`src/rtl/icache.sv`:
```
// -----------------------------------------------------------------------------
// icache -- direct-mapped, one-word-per-line instruction cache
//
// A hit returns the instruction combinationally in the same cycle. A miss moves
// a two-state controller (IDLE/FETCH) into FETCH. In FETCH the cache holds a
// read request to memory until the memory releases iwait. It then writes the
// returned word into the line and goes back to IDLE. An active flush clears
// every valid bit and abandons any fill that is in progress.
//
// Parameters
//   NSETS       number of lines (power of 2, 2..256)
//   IDX_W       log2(NSETS)
//
// Ports
//   CLK         clock; all state updates on the rising edge
//   RST         asynchronous active-high reset
//   imemREN     datapath fetch request
//   imemaddr    datapath fetch address: index [IDX_W+1:2], tag [31:IDX_W+2]
//   ihit        requested word is valid this cycle
//   imemload    instruction word to the datapath (0 when ihit=0)
//   iREN        memory read request (high only in FETCH)
//   iaddr       memory word address (0 in IDLE)
//   iwait       memory busy; iload is valid when iwait=0 and iREN=1
//   iload       memory read data
//   flush       invalidate all lines, return to IDLE
//   hit_count   saturating hit counter (0 when statistics are disabled)
//   miss_count  saturating miss counter (0 when statistics are disabled)
//
// Build option
//   ICACHE_STATS_EN  when defined, builds the hit/miss statistics counters.
//                    Otherwise both count ports are tied to zero.
// -----------------------------------------------------------------------------
module icache #(
  parameter int NSETS = 16,
  parameter int IDX_W = 4
) (
  input  logic        CLK,
  input  logic        RST,
  input  logic        imemREN,
  input  logic [31:0] imemaddr,
  output logic        ihit,
  output logic [31:0] imemload,
  output logic        iREN,
  output logic [31:0] iaddr,
  input  logic        iwait,
  input  logic [31:0] iload,
  input  logic        flush,
  output logic [31:0] hit_count,
  output logic [31:0] miss_count
);

  localparam int TAG_W = 32 - IDX_W - 2;

  typedef enum logic {IDLE, FETCH} state_t;

  state_t             state_reg;
  logic [31:0]        miss_addr_reg;
  logic [NSETS-1:0]   valid_reg;

  // Tag and data arrays carry no reset. The valid bits alone qualify them.
  logic [TAG_W-1:0]   tag_mem  [NSETS];
  logic [31:0]        data_mem [NSETS];

  logic [IDX_W-1:0]   req_idx;
  logic [TAG_W-1:0]   req_tag;
  logic [IDX_W-1:0]   fill_idx;
  logic               hit;
  logic               fill_en;
  logic               miss_start;

  // The two low address bits select a byte within the word. The cache ignores them.
  logic               unused_addr_bits;
  assign unused_addr_bits = ^imemaddr[1:0];

  assign req_idx  = imemaddr[IDX_W+1:2];
  assign req_tag  = imemaddr[31:IDX_W+2];
  assign fill_idx = miss_addr_reg[IDX_W+1:2];

  assign hit = imemREN && (state_reg == IDLE) && valid_reg[req_idx]
               && (tag_mem[req_idx] == req_tag);

  // Flush takes priority over a fill that completes in the same cycle.
  assign fill_en    = (state_reg == FETCH) && !iwait && !flush;
  assign miss_start = (state_reg == IDLE) && imemREN && !hit && !flush;

  assign ihit     = hit;
  assign imemload = hit ? data_mem[req_idx] : 32'h0;

  // These outputs decode straight from the state flop. A reset therefore drops
  // iREN immediately, without waiting for a clock edge.
  assign iREN  = (state_reg == FETCH);
  assign iaddr = (state_reg == FETCH) ? miss_addr_reg : 32'h0;

  // Controller: state, latched miss address and valid bits.
  always_ff @(posedge CLK or posedge RST) begin
    if (RST) begin
      state_reg     <= IDLE;
      miss_addr_reg <= 32'h0;
      valid_reg     <= '0;
    end else if (flush) begin
      state_reg <= IDLE;
      valid_reg <= '0;
    end else begin
      case (state_reg)
        IDLE: begin
          if (imemREN && !hit) begin
            state_reg     <= FETCH;
            miss_addr_reg <= {imemaddr[31:2], 2'b00};
          end
        end
        FETCH: begin
          // A change of imemaddr does not redirect a fill that has already started.
          if (!iwait) begin
            state_reg           <= IDLE;
            valid_reg[fill_idx] <= 1'b1;
          end
        end
        default: state_reg <= IDLE;
      endcase
    end
  end

  // Line fill: replace tag and data unconditionally.
  always_ff @(posedge CLK) begin
    if (fill_en) begin
      tag_mem[fill_idx]  <= miss_addr_reg[31:IDX_W+2];
      data_mem[fill_idx] <= iload;
    end
  end

`ifdef ICACHE_STATS_EN
  logic [31:0] hit_count_reg;
  logic [31:0] miss_count_reg;

  // Saturating counters. Flush does not clear them; only reset does.
  always_ff @(posedge CLK or posedge RST) begin
    if (RST) begin
      hit_count_reg  <= 32'h0;
      miss_count_reg <= 32'h0;
    end else begin
      if (hit && (hit_count_reg != 32'hFFFF_FFFF))
        hit_count_reg <= hit_count_reg + 32'd1;
      if (miss_start && (miss_count_reg != 32'hFFFF_FFFF))
        miss_count_reg <= miss_count_reg + 32'd1;
    end
  end

  assign hit_count  = hit_count_reg;
  assign miss_count = miss_count_reg;
`else
  logic unused_miss_start;
  assign unused_miss_start = miss_start;

  assign hit_count  = 32'h0;
  assign miss_count = 32'h0;
`endif

endmodule

```
`config.mk`:
```
export PLATFORM = sky130hd
export DESIGN_NAME = icache
export DESIGN_NICKNAME = d
export VERILOG_FILES = /design/src/rtl/icache.sv
export SDC_FILE = /design/constraint.sdc
export NUM_CORES = 1
export LEC_CHECK = 0
export ABC_CLOCK_PERIOD_IN_PS = 7100
export BUFFER_PORTS_ARGS = -buffer_cell sky130_fd_sc_hd__buf_4
export CORE_AREA = 2 2 362 364
export CTS_CLUSTER_DIAMETER = 150
export DETAILED_ROUTE_END_ITERATION = 12
export DIE_AREA = 0 0 364 366
export GPL_ROUTABILITY_DRIVEN = 0
export PLACE_DENSITY = 0.53
export SLEW_MARGIN = 15
export SYNTH_ARGS = -nofsm -noshare
export SYNTH_HDL_FRONTEND = slang
export SYNTH_SLANG_ARGS = --single-unit
```
`constraint.sdc`:
```
create_clock -name CLK -period 7.1 [get_ports CLK]
set_input_delay 0.71 -clock CLK [delete_from_list [all_inputs] [get_ports CLK]]
set_output_delay 0.71 -clock CLK [all_outputs]
set_load 0.005 [all_outputs]
```
==> qor.yml <==
timing.reg2reg.worst_path_depth: 9
design.final.nets: 1999
vias_per_cell: 4.73
cts_post_setup_buffers_inserted: 0
post_synth_instance_area_um2: 38600
cp-startpoint: "imemaddr[3]"
fillCellCount: 11900
critical_path.endpoint: "imemload[31]"
timing.critical_path.fanout_max: 78
largest_reg_flops: 512
via_count_of_the_first_global_routing_pass: 18700
start_kind: "primary input"
layout_commonest_cell: "sky130_fd_sc_hd__edfxtp_1"
fp.dieArea_um2: 133000
critical_path.top_delay_family: "buffers and inverters"
critical_path.endpoint_type: "output pin"
r2r-end: "miss_addr_reg[5]"
dieHeight_um: 366
core_area_um2: 129000
worst-endpoint-required_ns: 6.39
clock_sinks: 975
seq_area_frac_synth: 0.753
critical_path_depth: 12
final.setup_skew_ns: 0.0211
synth_edf_count: 928
dp_hpwl_mm: 51.0
fin_tns_setup_ns: 0
maxClockFrequency_mhz: 184
most_common_cell_type_on_the_critical_path: "sky130_fd_sc_hd__buf_4"
chipWidth_um: 364
yosysUniqueCellTypes: 63
largest_net_degree_at_the_start_of_global_routing: 79
yosys_register_bits: 975
hold_buffers: 0
total_cts_buffers: 91
dr.first_iter.drc_count: 1491
dpl_worst_slack_ns: 1.56
grt_setup_unrepaired: "no"
vias: 17700
synthFlopType: "sky130_fd_sc_hd__edfxtp_1"
cp_data_arrival_time_ns: 4.71
avgRoutedWirePerCell_um: 24.7
dpl-instance-area_um2: 41600
maximum_count_of_clock_buffers_along_a_single_path: 3
ioPinCount: 199
critical_path.cell_chain: "buf_8, buf_4, mux4_1, o22ai_1, nor3_1, nor2_1, nand4_1, nor4b_1, nand4_4, buf_4, and2b_1, buf_4"
cts.htree.levels: 3
ratio_of_cells_with_drive_above_1_in_the_final_layout: 0.312
leakagePower_nw: 14.4
critPathBufInv: 4
yosys_warnings: 0
antenna_found_initial: 14
tightestPinTransition_ns: 1.18
report.final.hold_viol_count: 0
run_status: "completed"
antenna_diode_count: 0
cpPeakStageDelay_ns: 0.62
final-setup-viol-count: 0
drv_cap: 0
timing.critical_path.slowest_stage_cell: "sky130_fd_sc_hd__buf_4"
ant_nets: 0
synthesis.instances: 1744
criticalPathCategory: "primary input to output pin"
clock_latency_ns: 0.66
drv_slew: 0
timing.slew.headroom: 0.213
post_synth.cell_area_avg_um2: 22.1
setup_ws_ns: 1.68
vdd_drop_max_v: 0.000165
number_of_port_buffers: 130
residual_overflow_from_global_routing: 0
critical_path.reg2reg.startpoint: "tag_mem[11][14]"
start_util: 0.299
final_cell_mix: "sky130_fd_sc_hd__edfxtp_1 (928), sky130_fd_sc_hd__mux4_2 (249), sky130_fd_sc_hd__buf_4 (172)"
grt_pass1_wl_mm: 133
aggregate_routed_wire_length_mm: 92.6
area_growth_pct: 15.2
hold_path_class: "primary input to async pin"
async_flop_share: 0.0482
floorplan.rows: 132
power.density_cell_area_nw_per_um2: 270
finalHoldWorstSlack_ns: 0.283
post-route-drc-count: 0
post_cts_resized: 0
r2r_setup_slack_ns: 2.80
cell_chosen_for_the_clock_root: "sky130_fd_sc_hd__clkbuf_16"
final_critical_period_ns: 5.42
finalInstanceArea_um2: 44400
final_min_period_over_clock_period: 0.764
tritoncts: "built"
groute.usage.overall: 0.138
clk_pin_slew_ns: 0.07
drt-pass1-iter-count: 5
-- area by class of cell --
class	count	area [µm²]	area share
clock buffers	123	2530	0.0570
multi-input cells	676	8910	0.200
inverters	8	30.0	0.000676
repair buffers	178	1390	0.0313
flip-flops and latches	975	29000	0.654
clock inverters	45	347	0.00780
well taps	1742	2180	0.0491
-- logic make-up after synthesis --
| logic type | Yosys count | synth area share |
|---|---|---|
| AOI/OAI and AO/OA | 70 | 0.0136 |
| xor gates and xnor gates | 21 | 0.00477 |
| buffers and inverters | 158 | 0.0256 |
| DFF | 975 | 0.753 |
| muxes | 338 | 0.173 |
| other | 1 | 0.0000973 |
| and+or+nand+nor | 181 | 0.0294 |
-- through the flow --
step,std cells,power [W],utilization
global placement,3578,0.00737,0.322
global route,3747,0.0124,0.344
detailed placement,3579,0.00740,0.322
CTS,3747,0.0121,0.344
floorplan,1809,0.00711,-
finish,3747,0.0120,0.344
-- cell usage after synthesis, types with 4 or more instances --
cell type                  count  share of area
sky130_fd_sc_hd__a21o_1       17         0.0033
sky130_fd_sc_hd__a21oi_1       4        0.00052
sky130_fd_sc_hd__a221o_1       4         0.0010
sky130_fd_sc_hd__a22oi_1       7         0.0014
sky130_fd_sc_hd__and2_1       33         0.0054
sky130_fd_sc_hd__buf_1         6        0.00058
sky130_fd_sc_hd__buf_2        31         0.0040
sky130_fd_sc_hd__buf_4        70          0.014
sky130_fd_sc_hd__buf_6        11         0.0032
sky130_fd_sc_hd__clkbuf_1     31         0.0030
sky130_fd_sc_hd__dfrtp_1      47          0.031
sky130_fd_sc_hd__edfxtp_1    928           0.72
sky130_fd_sc_hd__inv_1         7        0.00068
sky130_fd_sc_hd__mux2_1       29         0.0085
sky130_fd_sc_hd__mux2_2       14         0.0041
sky130_fd_sc_hd__mux2i_1      38         0.0099
sky130_fd_sc_hd__mux4_1        8         0.0055
sky130_fd_sc_hd__mux4_2      249           0.15
sky130_fd_sc_hd__nand2_1      15         0.0015
sky130_fd_sc_hd__nand2b_1     10         0.0016
sky130_fd_sc_hd__nand3_1       9         0.0012
sky130_fd_sc_hd__nand4_1       4        0.00065
sky130_fd_sc_hd__nand4b_1      4        0.00091
sky130_fd_sc_hd__nor2_1       35         0.0034
sky130_fd_sc_hd__nor2b_1       9         0.0015
sky130_fd_sc_hd__nor2b_2      28         0.0064
sky130_fd_sc_hd__nor3_1        6        0.00078
sky130_fd_sc_hd__nor4_1        4        0.00065
sky130_fd_sc_hd__o21ai_0       4        0.00052
sky130_fd_sc_hd__o221ai_1      6         0.0014
sky130_fd_sc_hd__o22ai_1      12         0.0019
sky130_fd_sc_hd__or2_2         5        0.00081
sky130_fd_sc_hd__xnor2_1      12         0.0027
sky130_fd_sc_hd__xor2_1        9         0.0020
-- worst reg2reg max path: stages, from the launching register on --
cell                       delay [ns]
sky130_fd_sc_hd__edfxtp_1        0.35
sky130_fd_sc_hd__mux4_1          0.51
sky130_fd_sc_hd__mux2i_1         0.31
sky130_fd_sc_hd__o21ai_0         0.14
sky130_fd_sc_hd__nor4_1          0.63
sky130_fd_sc_hd__o211ai_1        0.28
sky130_fd_sc_hd__or4_1           0.63
sky130_fd_sc_hd__o211ai_4        0.41
sky130_fd_sc_hd__buf_4           0.51
sky130_fd_sc_hd__mux2_1          0.40
-- power by group --
| group | switching [W] | internal, W |
|---|---|---|
| Clock | 0.00206 | 0.00265 |
| Sequential | 0.000151 | 0.00648 |
| Combinational | 0.000355 | 0.000280 |
| Total | 0.00257 | 0.00941 |
-- worst min path at each step --
stage	start	to	slack, ns	cells past startpoint
final	RST	miss_addr_reg[2]	0.28	3
after global routing	imemaddr[31]	miss_addr_reg[31]	0.28	2
after global placement	valid_reg[2]	valid_reg[2]	0.45	1
after CTS	imemaddr[23]	miss_addr_reg[23]	0.26	2
after detailed placement	valid_reg[13]	valid_reg[13]	0.46	1
after floorplan	valid_reg[13]	valid_reg[13]	0.44	1
-- per-layer routing --
metal  wire length (µm)  GRT usage  vias up
met4               1850     0.0361       20
met2              46700      0.235      455
met5                123          0        -
li1                   -          -     7499
met1              38900      0.178     9631
met3               4930     0.0267      130
Note: power is estimated with default switching activity, not from simulation.
